<file path="config.mk">
export PLATFORM = sky130hd
export DESIGN_NAME = branch_ctrl_flat
export DESIGN_NICKNAME = d
export VERILOG_FILES = /design/src/rtl/branch_ctrl_if.sv /design/src/rtl/branch_ctrl.sv /design/src/flat_wrapper.sv
export SDC_FILE = /design/constraint.sdc
export NUM_CORES = 1
export LEC_CHECK = 0
export ABC_AREA = 0
export CORE_MARGIN = 2
export CORE_UTILIZATION = 38
export DETAILED_ROUTE_END_ITERATION = 8
export GPL_ROUTABILITY_DRIVEN = 0
export PLACE_DENSITY = 0.8
export SYNTH_ARGS = -nofsm -noshare
export SYNTH_HDL_FRONTEND = slang
export SYNTH_SLANG_ARGS = --single-unit
</file>
<file path="constraint.sdc">
create_clock -name clk -period 2.3 [get_ports clk]
set_input_delay 0.46 -clock clk [delete_from_list [all_inputs] [get_ports clk]]
set_output_delay 0.46 -clock clk [all_outputs]
set_load 0.01 [all_outputs]
</file>
<file path="src/rtl/branch_ctrl_if.sv">
// branch_ctrl_if: ID-stage branch request, pipeline producer info and branch control outputs
interface branch_ctrl_if;
  logic        br_valid_i;
  logic [2:0]  br_op_i;
  logic [4:0]  rs_i;
  logic [4:0]  rt_i;
  logic [31:0] target_i;
  logic        ex_we_i;
  logic        ex_load_i;
  logic [4:0]  ex_wa_i;
  logic        mem_we_i;
  logic        mem_load_i;
  logic [4:0]  mem_wa_i;
  logic        wb_we_i;
  logic [4:0]  wb_wa_i;
  logic        flush_i;
  logic        cmp_q_i;
  logic [2:0]  cmp_op_o;
  logic [1:0]  fwd_d1_o;
  logic [1:0]  fwd_d2_o;
  logic        stall_o;
  logic        redirect_o;
  logic        flush_o;
  logic [31:0] target_o;
  logic        timeout_o;
  logic        bad_op_o;
  modport master (
    output br_valid_i, br_op_i, rs_i, rt_i, target_i, ex_we_i, ex_load_i, ex_wa_i,
           mem_we_i, mem_load_i, mem_wa_i, wb_we_i, wb_wa_i, flush_i, cmp_q_i,
    input  cmp_op_o, fwd_d1_o, fwd_d2_o, stall_o, redirect_o, flush_o, target_o,
           timeout_o, bad_op_o
  );
  modport slave (
    input  br_valid_i, br_op_i, rs_i, rt_i, target_i, ex_we_i, ex_load_i, ex_wa_i,
           mem_we_i, mem_load_i, mem_wa_i, wb_we_i, wb_wa_i, flush_i, cmp_q_i,
    output cmp_op_o, fwd_d1_o, fwd_d2_o, stall_o, redirect_o, flush_o, target_o,
           timeout_o, bad_op_o
  );
endinterface

</file>
<file path="src/rtl/branch_ctrl.sv">
// branch_ctrl: ID-stage branch hazard/stall sequencer with registered redirect/flush pulse.
// Optional BRANCH_STATS_EN adds resolved/taken/stall-cycle counters.
module branch_ctrl #(
  parameter int MAX_STALL = 3
) (
  input  logic        clk,
  input  logic        rst_n,
  branch_ctrl_if.slave b
`ifdef BRANCH_STATS_EN
  ,
  output logic [31:0] stat_br_o,
  output logic [31:0] stat_taken_o,
  output logic [31:0] stat_stall_o
`endif
);
  localparam int CW = $clog2(MAX_STALL + 2);
  localparam logic [CW-1:0] SAT = CW'(MAX_STALL + 1);
  typedef enum logic {IDLE, STALL} state_t;
  state_t        state_q, state_d;
  logic [CW-1:0] cnt_q, cnt_d;
  logic          redirect_q, redirect_d;
  logic [31:0]   target_q, target_d;
  logic          timeout_q, timeout_d;
  logic          bad_q, bad_d;
  logic          op_bad, use_rt, v, hz, resolve, take;
  logic [4:0]    src [2];
  logic [1:0]    hzv;
  logic [1:0]    fwd [2];
  assign src[0] = b.rs_i;
  assign src[1] = b.rt_i;
  assign op_bad = b.br_op_i[2:1] == 2'b11;
  assign use_rt = b.br_op_i[2:1] == 2'b00;
  // the slot in ID during a redirect pulse is being flushed, so it is not a branch
  assign v = b.br_valid_i & ~redirect_q & ~b.flush_i;
  for (genvar i = 0; i < 2; i++) begin : g_src
    logic used, mem_m, wb_m;
    assign used  = b.br_valid_i && src[i] != 5'd0 && (i == 0 || use_rt);
    assign mem_m = (b.mem_we_i | b.mem_load_i) && b.mem_wa_i == src[i];
    assign wb_m  = b.wb_we_i && b.wb_wa_i == src[i];
    assign hzv[i] = used && ((b.ex_we_i && b.ex_wa_i == src[i]) || (b.mem_load_i && b.mem_wa_i == src[i]));
    assign fwd[i] = !used ? 2'b00 : mem_m ? (b.mem_load_i ? 2'b00 : 2'b01) : wb_m ? 2'b10 : 2'b00;
  end
  assign hz      = v & ~op_bad & |hzv;
  assign resolve = v & ~hz;
  assign take    = resolve & ~op_bad & b.cmp_q_i;
  always_comb begin
    state_d    = hz ? STALL : IDLE;
    cnt_d      = !hz ? '0 : state_q == IDLE ? CW'(1) : cnt_q == SAT ? cnt_q : cnt_q + CW'(1);
    timeout_d  = timeout_q | (cnt_d > CW'(MAX_STALL));
    bad_d      = bad_q | (v & op_bad);
    redirect_d = take;
    target_d   = take ? b.target_i : target_q;
  end
  always_ff @(posedge clk or negedge rst_n) begin
    if (!rst_n) begin
      state_q    <= IDLE;
      cnt_q      <= '0;
      redirect_q <= 1'b0;
      target_q   <= '0;
      timeout_q  <= 1'b0;
      bad_q      <= 1'b0;
    end else begin
      state_q    <= state_d;
      cnt_q      <= cnt_d;
      redirect_q <= redirect_d;
      target_q   <= target_d;
      timeout_q  <= timeout_d;
      bad_q      <= bad_d;
    end
  end
  assign b.cmp_op_o   = b.br_valid_i ? b.br_op_i : 3'b000;
  assign b.fwd_d1_o   = fwd[0];
  assign b.fwd_d2_o   = fwd[1];
  assign b.stall_o    = hz;
  assign b.redirect_o = redirect_q;
  assign b.flush_o    = redirect_q;
  assign b.target_o   = target_q;
  assign b.timeout_o  = timeout_q;
  assign b.bad_op_o   = bad_q;
`ifdef BRANCH_STATS_EN
  logic [31:0] br_q, taken_q, stl_q;
  always_ff @(posedge clk or negedge rst_n) begin
    if (!rst_n) begin
      br_q    <= '0;
      taken_q <= '0;
      stl_q   <= '0;
    end else begin
      br_q    <= br_q + {31'd0, resolve};
      taken_q <= taken_q + {31'd0, take};
      stl_q   <= stl_q + {31'd0, hz};
    end
  end
  assign stat_br_o    = br_q;
  assign stat_taken_o = taken_q;
  assign stat_stall_o = stl_q;
`endif
endmodule

</file>
<file path="src/flat_wrapper.sv">
// flat-port wrapper written by rule: the top's interface ports become plain ports
module branch_ctrl_flat 
#(
  parameter int MAX_STALL = 3
)
  (clk, rst_n, b_br_valid_i, b_br_op_i, b_rs_i, b_rt_i, b_target_i, b_ex_we_i, b_ex_load_i, b_ex_wa_i, b_mem_we_i, b_mem_load_i, b_mem_wa_i, b_wb_we_i, b_wb_wa_i, b_flush_i, b_cmp_q_i, b_cmp_op_o, b_fwd_d1_o, b_fwd_d2_o, b_stall_o, b_redirect_o, b_flush_o, b_target_o, b_timeout_o, b_bad_op_o);
  branch_ctrl_if b_i ();
  input  logic clk;
  input  logic rst_n;
  input wire logic [$bits(b_i.br_valid_i)-1:0] b_br_valid_i;
  input wire logic [$bits(b_i.br_op_i)-1:0] b_br_op_i;
  input wire logic [$bits(b_i.rs_i)-1:0] b_rs_i;
  input wire logic [$bits(b_i.rt_i)-1:0] b_rt_i;
  input wire logic [$bits(b_i.target_i)-1:0] b_target_i;
  input wire logic [$bits(b_i.ex_we_i)-1:0] b_ex_we_i;
  input wire logic [$bits(b_i.ex_load_i)-1:0] b_ex_load_i;
  input wire logic [$bits(b_i.ex_wa_i)-1:0] b_ex_wa_i;
  input wire logic [$bits(b_i.mem_we_i)-1:0] b_mem_we_i;
  input wire logic [$bits(b_i.mem_load_i)-1:0] b_mem_load_i;
  input wire logic [$bits(b_i.mem_wa_i)-1:0] b_mem_wa_i;
  input wire logic [$bits(b_i.wb_we_i)-1:0] b_wb_we_i;
  input wire logic [$bits(b_i.wb_wa_i)-1:0] b_wb_wa_i;
  input wire logic [$bits(b_i.flush_i)-1:0] b_flush_i;
  input wire logic [$bits(b_i.cmp_q_i)-1:0] b_cmp_q_i;
  output wire logic [$bits(b_i.cmp_op_o)-1:0] b_cmp_op_o;
  output wire logic [$bits(b_i.fwd_d1_o)-1:0] b_fwd_d1_o;
  output wire logic [$bits(b_i.fwd_d2_o)-1:0] b_fwd_d2_o;
  output wire logic [$bits(b_i.stall_o)-1:0] b_stall_o;
  output wire logic [$bits(b_i.redirect_o)-1:0] b_redirect_o;
  output wire logic [$bits(b_i.flush_o)-1:0] b_flush_o;
  output wire logic [$bits(b_i.target_o)-1:0] b_target_o;
  output wire logic [$bits(b_i.timeout_o)-1:0] b_timeout_o;
  output wire logic [$bits(b_i.bad_op_o)-1:0] b_bad_op_o;
  assign b_i.br_valid_i = b_br_valid_i;
  assign b_i.br_op_i = b_br_op_i;
  assign b_i.rs_i = b_rs_i;
  assign b_i.rt_i = b_rt_i;
  assign b_i.target_i = b_target_i;
  assign b_i.ex_we_i = b_ex_we_i;
  assign b_i.ex_load_i = b_ex_load_i;
  assign b_i.ex_wa_i = b_ex_wa_i;
  assign b_i.mem_we_i = b_mem_we_i;
  assign b_i.mem_load_i = b_mem_load_i;
  assign b_i.mem_wa_i = b_mem_wa_i;
  assign b_i.wb_we_i = b_wb_we_i;
  assign b_i.wb_wa_i = b_wb_wa_i;
  assign b_i.flush_i = b_flush_i;
  assign b_i.cmp_q_i = b_cmp_q_i;
  assign b_cmp_op_o = b_i.cmp_op_o;
  assign b_fwd_d1_o = b_i.fwd_d1_o;
  assign b_fwd_d2_o = b_i.fwd_d2_o;
  assign b_stall_o = b_i.stall_o;
  assign b_redirect_o = b_i.redirect_o;
  assign b_flush_o = b_i.flush_o;
  assign b_target_o = b_i.target_o;
  assign b_timeout_o = b_i.timeout_o;
  assign b_bad_op_o = b_i.bad_op_o;
  branch_ctrl #(.MAX_STALL(MAX_STALL)) u_core (.clk(clk), .rst_n(rst_n), .b(b_i));
endmodule
</file>
==> reports/qor.txt, run 1 <==
Util after Layout: 0.686
Crit path largest cell delay: 0.55 ns
Maxcap violations: 0
Fillcell total: 382
Post-Syn Nets: 224
CP endpoint kind: output port
Ranking of synthesized cells by area: dfrtp_1 49%, mux2_2 15%, xor2_1 8.9%
Routed WL: 5.47 mm
Slew Limit Fails: 0
Distinct cells, synth: 30
Die area: 5780 sq um
WP data required: 1.84 ns
Placeable Area: 5040 sq um
Stages on the worst setup path: 8
Cell repeated most along the worst path: buf_2
Launch point of the worst path: b_rt_i[2]
Half-perimeter wire length after placement: 4.09 mm
Hold Slack: 0.280 ns
Clock latency on the worst-skew pair: 0.29 ns
Hold buffers post-CTS: 0
CP Capture Point: b_stall_o
Final hold vios: 0
Number of flops mapped to enable cells by yosys: 0
Top post-synthesis cells by count: 39 x dfrtp_1, 27 x mux2_2, 20 x xor2_1
Crit path launch type: input port
IO Pins: 114
CP arrival: 1.81 ns
Max Freq: 440 MHz
Final setup TNS: 0 ns
Crit path buffers/inverters: 3
CTS sink count: 39
Count leader, synth: dfrtp_1
H-tree levels: 2
Root buf cell: clkbuf_8
Share of the synthesized area in the top cell type: 0.495
Synth Register Bits: 39
Worst-path clk slew: 0.07 ns
Die Wd: 76.0 um
Vias per inst: 4.79
Worst hold-check path type: input port to asynchronous set/reset pin
Post-route antenna net violation count: 0
Height of the die: 76.0 um
# setup viols final: 0
NumNets Final: 366
WL/cell: 15.0 um
Critical R2R Launch: u_core.b.flush_o$_DFF_PN0_
Synth Flop Type: dfrtp_1
Worst slew margin: 0.428
Initial antenna violation count: 0
Leak Pwr: 1.50 nW
Pre-CTS setup slack: -0.809 ns
Largest net degree at the start of global routing: 40
Worst-path fanout max: 3
CTS Buf Count: 5
Initial Util: 0.391
All-Layer GR Usage: 0.190
WS Path Type: input port to output port
Syn_area_per_cell: 13.0 sq um
Number of global-route vias before repair: 1876
CTS tree: built
Slew @ Worst Pin: 0.858 ns
Skew final: 0.00295 ns
Critical path's slowest cell: or4_4
First-pass GRT wire length: 8.80 mm
Congestion Overflow GR: 0
Post-Layout Inst Area: 3460 sq um
VDD IR max: 0.487 mV
Clock Tree Buf Depth: 2
First-pass DRT Iterations: 4
Drt initial violations: 32
Worst setup margin: 0.0257 ns
Share of synthesized registers carrying an async set or reset: 1.00
Rows: 26
Area Growth Syn to Fin: 75.4%
Ys Warns: 0
DRC viols: 0
R2r endpoint: u_core.b.target_o[10]$_DFFE_PN0P_
Placed cells: 354
Status: finished clean
IO Port Bufs: 112
Non-Filler Instances: 365
Cells along the critical path: buf_2 > or4_4 > nor2_4 > nor4b_4 > buf_4 > a22oi_2 > nor2_2 > buf_2
Period utilization: 0.989
Cell Area, Placed: 3330 sq um
Period minus WS final: 2.27 ns
Tot Pwr: 2.12 mW
Seq/Total Area, Yosys: 0.495
Unrepaired setup endpoints after global routing: true
R2R setup slack: 0.41 ns
Share of cells above drive strength 1: 0.322
Synthesized area: 1970 sq um
Kind of cell adding the most delay to the critical path: simple AND/OR/NAND/NOR gates
Synthesized instance count: 152
Dominant cell type by area after synthesis: dfrtp_1
Power Density: 612 nW/um^2
Via count: 1747
Ant. Diodes: 0
Worst r2r path cells: 6
-- cell type report --
type	instances	area, sq um	area share
Timing Repair Buffer	139	1260	0.365
Multi-Input combinational cell	106	1020	0.295
Sequential cell	39	976	0.282
Clock buffer	8	100	0.0289
Tap cell	70	87.6	0.0253
Inverter	3	11.3	0.00326
-- flip-flops by register name, indices dropped and copies added, names as in the netlist --
name,cells
u_core.b.target_o,32
u_core.cnt_q,3
u_core.b.bad_op_o,1
u_core.b.flush_o,1
u_core.b.timeout_o,1
u_core.state_q,1
-- cell families after synthesis --
group           count (synthesis)  synth area share
buf+inv                         7            0.0266
simple gates                   30            0.0933
mux                            32             0.183
xor+xnor                       31             0.138
compound gates                 11            0.0520
fa+ha+maj                       2            0.0127
flops                          39             0.495
-- placed cells by master (no fill, tap or decap), types with 3 or more instances in the layout --
cell,synthesis,routed
and2_1,3,3
buf_2,0,13
buf_4,1,26
clkbuf_8,0,7
clkdlybuf4s50_1,0,82
dfrtp_1,39,39
dlygate4sd2_1,0,10
dlymetal6s2s_1,0,3
inv_1,3,3
mux2_1,5,5
mux2_2,27,27
nand2_1,3,3
nand3_1,3,3
nand4_1,3,3
nor4_2,0,4
xnor2_1,11,11
xor2_1,20,19
-- where the power goes --
group	total (mW)	internal, mW	switching [mW]
logic	0.733	0.467	0.266
registers	0.881	0.816	0.0659
clock network	0.502	0.274	0.228
total	2.12	1.56	0.560
-- how the worst min path moves through the flow --
stage                                           from                                 to  slack [ns]
floorplan                                      rst_n        u_core.b.bad_op_o$_DFF_PN0_        0.16
global placement        u_core.b.timeout_o$_DFF_PN0_       u_core.b.timeout_o$_DFF_PN0_        0.46
detailed placement  u_core.b.target_o[2]$_DFFE_PN0P_   u_core.b.target_o[2]$_DFFE_PN0P_        0.47
CTS                                            rst_n  u_core.b.target_o[18]$_DFFE_PN0P_        0.31
global route                                   rst_n  u_core.b.target_o[31]$_DFFE_PN0P_        0.36
finish                                         rst_n  u_core.b.target_o[31]$_DFFE_PN0P_        0.28
-- layer usage --
metal  wire (um)  share of wire  global-route usage
met5           0              0                   0
met4          80          0.015              0.0618
met3         613           0.11              0.0924
met2        2510           0.46               0.305
met1        2270           0.41               0.225
-- timing repair --
| item | CTS | global route |
|---|---|---|
| gates resized for setup | 83 | 11 |
| endpoints found under the setup margin | 37 | 36 |
| setup buffers | 2 | 2 |
| pin swaps | 15 | 12 |
| gates cloned | 0 | 0 |
| hold endpoints to repair | 0 | 0 |
Power figures use the tool's default switching activity.
==> run 2: changes to the inputs <==
- CORE_UTILIZATION: 38 -> 34
- PLACE_DENSITY: 0.8 -> 0.76
- clock period: 2.3 -> 1.94 ns (I/O delays scaled with it)
==> run 2 against run 1 <==
The run now ends with setup timing left. Critical path depth rose by 3. Cell area rose by 11%. Combinational power rose by 39%. Die area is 11% higher. Clock power up 21%.
==> reports/qor.txt, run 2 (synthesis results as in run 1) <==
Congestion Overflow GR: 0
All-Layer GR Usage: 0.202
Initial antenna violation count: 0
Crit path launch type: input port
R2r endpoint: u_core.b.target_o[26]$_DFFE_PN0P_
Final setup TNS: -11.45 ns
Largest register FFs: 32
Clock Tree Buf Depth: 2
Power Density: 702 nW/um^2
Cell repeated most along the worst path: buf_6
Number of global-route vias before repair: 1954
Fillcell total: 429
VDD IR max: 0.618 mV
Max Freq: 441 MHz
Placeable Area: 5540 sq um
Post-Layout Inst Area: 3820 sq um
Root buf cell: clkbuf_8
HP Start: u_core.b.bad_op_o$_DFF_PN0_
CP endpoint kind: register
Unrepaired setup endpoints after global routing: true
H-tree levels: 2
Initial Util: 0.356
WL/cell: 16.4 um
Share of cells above drive strength 1: 0.372
Height of the die: 80.2 um
Period minus WS final: 2.27 ns
Most common cell after layout, fill and taps aside: clkdlybuf4s50_1
Worst hold-check path type: register to register
# setup viols final: 38
WS Path Type: input port to register
Leak Pwr: 1.73 nW
Sw Share: 0.266
Die area: 6420 sq um
Post-route antenna net violation count: 0
Crit path largest cell delay: 0.53 ns
Slew @ Worst Pin: 0.320 ns
NumNets Final: 383
Cell Int Power: 1.97 mW
CTS Buf Count: 5
IO Pins: 114
CP arrival: 2.44 ns
Failing checks: setup timing
First-pass DRT Iterations: 4
Vias per inst: 4.80
Clock latency on the worst-skew pair: 0.29 ns
Comb power frac: 0.380
WP data required: 2.11 ns
Final hold vios: 0
IO Port Bufs: 112
Ant. Diodes: 0
Cells along the critical path: buf_6 > buf_6 > or4_4 > nor2_4 > nor4b_4 > buf_4 > buf_6 > a221oi_4 > buf_6 > buf_12 > mux2_4
Most frequent cells in the layout: 78 x clkdlybuf4s50_1, 39 x dfrtp_1, 32 x mux2_4, 32 x buf_4, 19 x xor2_1
Skew final: 0.00469 ns
CTS tree: built
Largest net degree at the start of global routing: 16
Worst setup margin: -0.327 ns
Critical path's slowest cell: or4_4
Period utilization: 1.17
Status: finished with violations
Worst-path clk slew: 0.07 ns
R2R setup slack: 0.16 ns
Cell Area, Placed: 3340 sq um
Hold path cells: 1
CTS sink count: 39
Slew Limit Fails: 0
Via count: 1843
Area Growth Syn to Fin: 93.8%
WHS Endpoint: u_core.b.bad_op_o$_DFF_PN0_
Switching power total: 714 uW
Seq pwr share: 0.393
Drt initial violations: 35
Maxcap violations: 0
Worst r2r path cells: 6
Die Wd: 80.2 um
Half-perimeter wire length after placement: 4.29 mm
Worst-path fanout max: 8
Rows: 27
DRC viols: 0
First-pass GRT wire length: 9.94 mm
Routed WL: 6.31 mm
Worst slew margin: 0.785
Critical R2R Launch: u_core.b.flush_o$_DFF_PN0_
Clock share of power: 0.227
run 2: changes by cell type in the layout (fill, tap and decap cells not counted), sizes merged:
cell	before	now
clkdlybuf4s50	82	78
dlygate4sd3	0	1
buf	42	55
dlygate4sd2	10	17
clkinvlp	0	1
clkbuf	9	8
run 2: layout make-up:
cell class,instances,area [sq um],share of cell area
clock buffer,7,96.3,0.0252
timing repair buffer,156,1500,0.391
clock inverter,1,7.51,0.00196
multi-input combinational,106,1150,0.300
inverter,3,11.3,0.00295
tap,72,90.1,0.0236
sequential,39,976,0.255
run 2: worst max-delay path: cells and delay by family:
| family | cells | cell delay (ns) |
|---|---|---|
| multiplexers | 1 | 0.30 |
| AND/OR/NAND/NOR | 3 | 0.71 |
| AO/OA/AOI/OAI | 1 | 0.28 |
| buffers and inverters | 6 | 0.77 |
run 2: per-stage QoR:
step	cells	total power, mW	util	hold slack (ns)	setup slack (ns)
2_1_floorplan	152	1.35	-	0.0924	-0.236
3_3_place_gp	358	1.91	0.604	0.270	-1.10
3_5_place_dp	358	1.93	0.604	0.274	-1.09
4_1_cts	383	2.70	0.691	0.482	-0.436
5_1_grt	384	2.81	0.690	0.493	-0.389
6_report	384	2.68	0.690	0.473	-0.327
run 2: worst max-delay path by stage:
stage                    from                                 to  slack, ns  cells past startpoint
floorplan           b_rs_i[1]  u_core.b.target_o[12]$_DFFE_PN0P_      -0.24                      5
global placement    b_rt_i[3]                          b_stall_o      -1.10                      7
detailed placement  b_rt_i[3]                          b_stall_o      -1.09                      7
CTS                 b_rt_i[4]  u_core.b.target_o[25]$_DFFE_PN0P_      -0.44                     12
global route        b_rt_i[4]  u_core.b.target_o[28]$_DFFE_PN0P_      -0.39                     11
finish              b_rt_i[4]  u_core.b.target_o[26]$_DFFE_PN0P_      -0.33                     11
run 2: layer usage:
layer,track usage,part of all wire,up-vias
met2,0.338,0.47,97
met1,0.243,0.41,874
met5,0,0,-
met3,0.0663,0.094,14
li1,-,-,858
met4,0.0678,0.024,0
run 2: power groups by stage:
stage / combinational, mW / sequential (mW) / clock [mW]
floorplan: 0.217 / 1.13 / 0
global placement: 0.865 / 1.05 / 0
detailed placement: 0.873 / 1.06 / 0
CTS: 1.02 / 1.05 / 0.624
global route: 1.08 / 1.07 / 0.652
finish: 1.02 / 1.05 / 0.609
run 2: what timing repair did:
action                                 CTS  global route
pin swaps                               15            14
setup buffers                           12             4
hold buffers                             1             0
endpoints found under the hold margin   10             0
resized for setup                      124            10
cloned                                   4             0
setup endpoints to repair               45            38
==> run 3: changes to the inputs <==
--- a/config.mk
+++ b/config.mk
@@ -12,2 +12,3 @@
 export GPL_ROUTABILITY_DRIVEN = 0
+export MAX_ROUTING_LAYER = met4
 export PLACE_DENSITY = 0.76
==> constraint.sdc (replaced) <==
create_clock -name clk -period 1.94 [get_ports clk]
set_input_delay 0.194 -clock clk [delete_from_list [all_inputs] [get_ports clk]]
set_output_delay 0.194 -clock clk [all_outputs]
set_load 0.01 [all_outputs]
==> run 3 against run 2 <==
Routed wire length increased by 1.8%. Register-to-register slack got worse by 0.06 ns. Largest cell class unchanged. Non-clock buffer count decreased by 1. Largest power group unchanged. The run now ends clean. Total power increased by 1.8%. Final cell count decreased by 0.26%. Clock power increased by 13%. Maximum frequency increased by 20%. Clock skew decreased by 0.0019 ns. Highest routed layer unchanged. Combinational power about the same. Worst hold slack improved by 0.019 ns.
==> reports/qor.txt, run 3 (synthesis results as in run 1) <==
CTS Buf Count: 5
First-pass DRT Iterations: 4
Tot Pwr: 2.73 mW
Pre-CTS setup slack: -0.713 ns
Most frequent cells in the layout: 86 x clkdlybuf4s50_1, 39 x dfrtp_1, 36 x buf_4
NumNets Final: 382
DRC viols: 0
R2r endpoint: u_core.b.target_o[20]$_DFFE_PN0P_
Hold path cells: 2
Clock latency on the worst-skew pair: 0.29 ns
Largest register FFs: 32
IO Port Bufs: 112
# setup viols final: 0
Worst setup margin: 0.0452 ns
Placeable Area: 5540 sq um
Most common cell after layout, fill and taps aside: clkdlybuf4s50_1
Initial antenna violation count: 0
WHS Endpoint: u_core.b.timeout_o$_DFF_PN0_
IO Pins: 114
CP arrival: 2.06 ns
Cell Area, Placed: 3390 sq um
Largest net degree at the start of global routing: 34
Half-perimeter wire length after placement: 4.53 mm
Root buf cell: clkbuf_8
Worst hold-check path type: register to register
Post-route antenna net violation count: 0
Critical R2R Launch: u_core.b.flush_o$_DFF_PN0_
Ant. Diodes: 0
CTS sink count: 39
HP Start: u_core.b.timeout_o$_DFF_PN0_
Power Density: 722 nW/um^2
Worst r2r path cells: 6
Crit path launch type: input port
Die area: 6420 sq um
Non-Filler Instances: 383
Slew @ Worst Pin: 0.734 ns
Skew final: 0.00280 ns
Die Wd: 80.2 um
Area Growth Syn to Fin: 91.7%
Period utilization: 0.977
R2R setup slack: 0.10 ns
Placed cells: 364
H-tree levels: 2
First-pass GRT wire length: 9.95 mm
Congestion Overflow GR: 0
Height of the die: 80.2 um
Rows: 27
Number of global-route vias before repair: 2046
WL/cell: 16.8 um
Leak Pwr: 1.64 nW
Hold Slack: 0.492 ns
Period minus WS final: 1.89 ns
Share of cells above drive strength 1: 0.370
Clock Tree Buf Depth: 2
CTS tree: built
VDD IR max: 0.647 mV
Worst-path fanout max: 5
Vias per inst: 4.73
Initial Util: 0.356
CP endpoint kind: register
Post-Layout Inst Area: 3780 sq um
Maxcap violations: 0
Slew Limit Fails: 0
Drt initial violations: 39
WP data required: 2.10 ns
Via count: 1813
All-Layer GR Usage: 0.211
Worst slew margin: 0.510
Final hold vios: 0
Status: finished clean
WS Path Type: input port to register
Worst-path clk slew: 0.07 ns
Max Freq: 528 MHz
Routed WL: 6.42 mm
[run 3: worst max-delay path, stage by stage]
cell and delay [ns]:
clkdlybuf4s15_2 0.25, or4_4 0.46, nor2_4 0.14, nor4b_4 0.07, a221oi_4 0.29, buf_12 0.18
clkbuf_16 0.15, mux2_1 0.33
[run 3: layer usage]
layer | vias to the layer above | global-route usage | share of wire
li1 | 854 | - | -
met3 | 5 | 0.0427 | 0.084
met2 | 91 | 0.372 | 0.50
met1 | 863 | 0.245 | 0.41
met4 | 0 | 0.0559 | 0.010
met5 | - | - | 0
[run 3: final cells by class]
class                           instances  area (sq um)
Timing Repair Buffer                  155          1480
Tap cell                               72          90.1
Inverter                                3          11.3
Clock buffer                            6          82.6
Clock inverter                          2          35.0
Multi-Input combinational cell        106          1100
Sequential cell                        39           976
Fill cell                             445          1760
[run 3: worst max path at each step]
stage | to | cells past startpoint | from | slack, ns
after floorplan | u_core.b.target_o[12]$_DFFE_PN0P_ | 5 | b_rs_i[1] | -0.04
after global placement | b_stall_o | 8 | b_rs_i[1] | -0.68
after detailed placement | b_stall_o | 8 | b_rs_i[1] | -0.71
after CTS | u_core.b.target_o[29]$_DFFE_PN0P_ | 9 | b_rs_i[1] | -0.06
after global routing | b_fwd_d2_o[1] | 6 | b_br_op_i[1] | -0.004
final | u_core.b.target_o[20]$_DFFE_PN0P_ | 8 | b_rt_i[4] | 0.05
[run 3: timing repair]
| action | CTS | global route |
|---|---|---|
| pin swaps | 14 | 13 |
| resized for setup | 90 | 23 |
| hold buffers | 1 | 0 |
| hold endpoints to repair | 32 | 0 |
| setup endpoints to repair | 39 | 36 |
| setup buffers | 9 | 1 |
| gates cloned | 3 | 1 |
[run 3: through the flow]
| stage | util | setup TNS [ns] |
|---|---|---|
| 6_report | 0.682 | 0 |
| 5_1_grt | 0.682 | -0.00943 |
| 4_1_cts | 0.684 | -0.777 |
| 3_5_place_dp | 0.612 | -25.23 |
| 3_3_place_gp | 0.612 | -24.40 |
| 2_1_floorplan | - | -1.14 |
[run 3: power by group]
group / total, mW / switching [mW] / internal [mW]
combinational: 0.986 / 0.341 / 0.645
sequential: 1.06 / 0.0890 / 0.967
clock: 0.687 / 0.271 / 0.416
total: 2.73 / 0.702 / 2.03
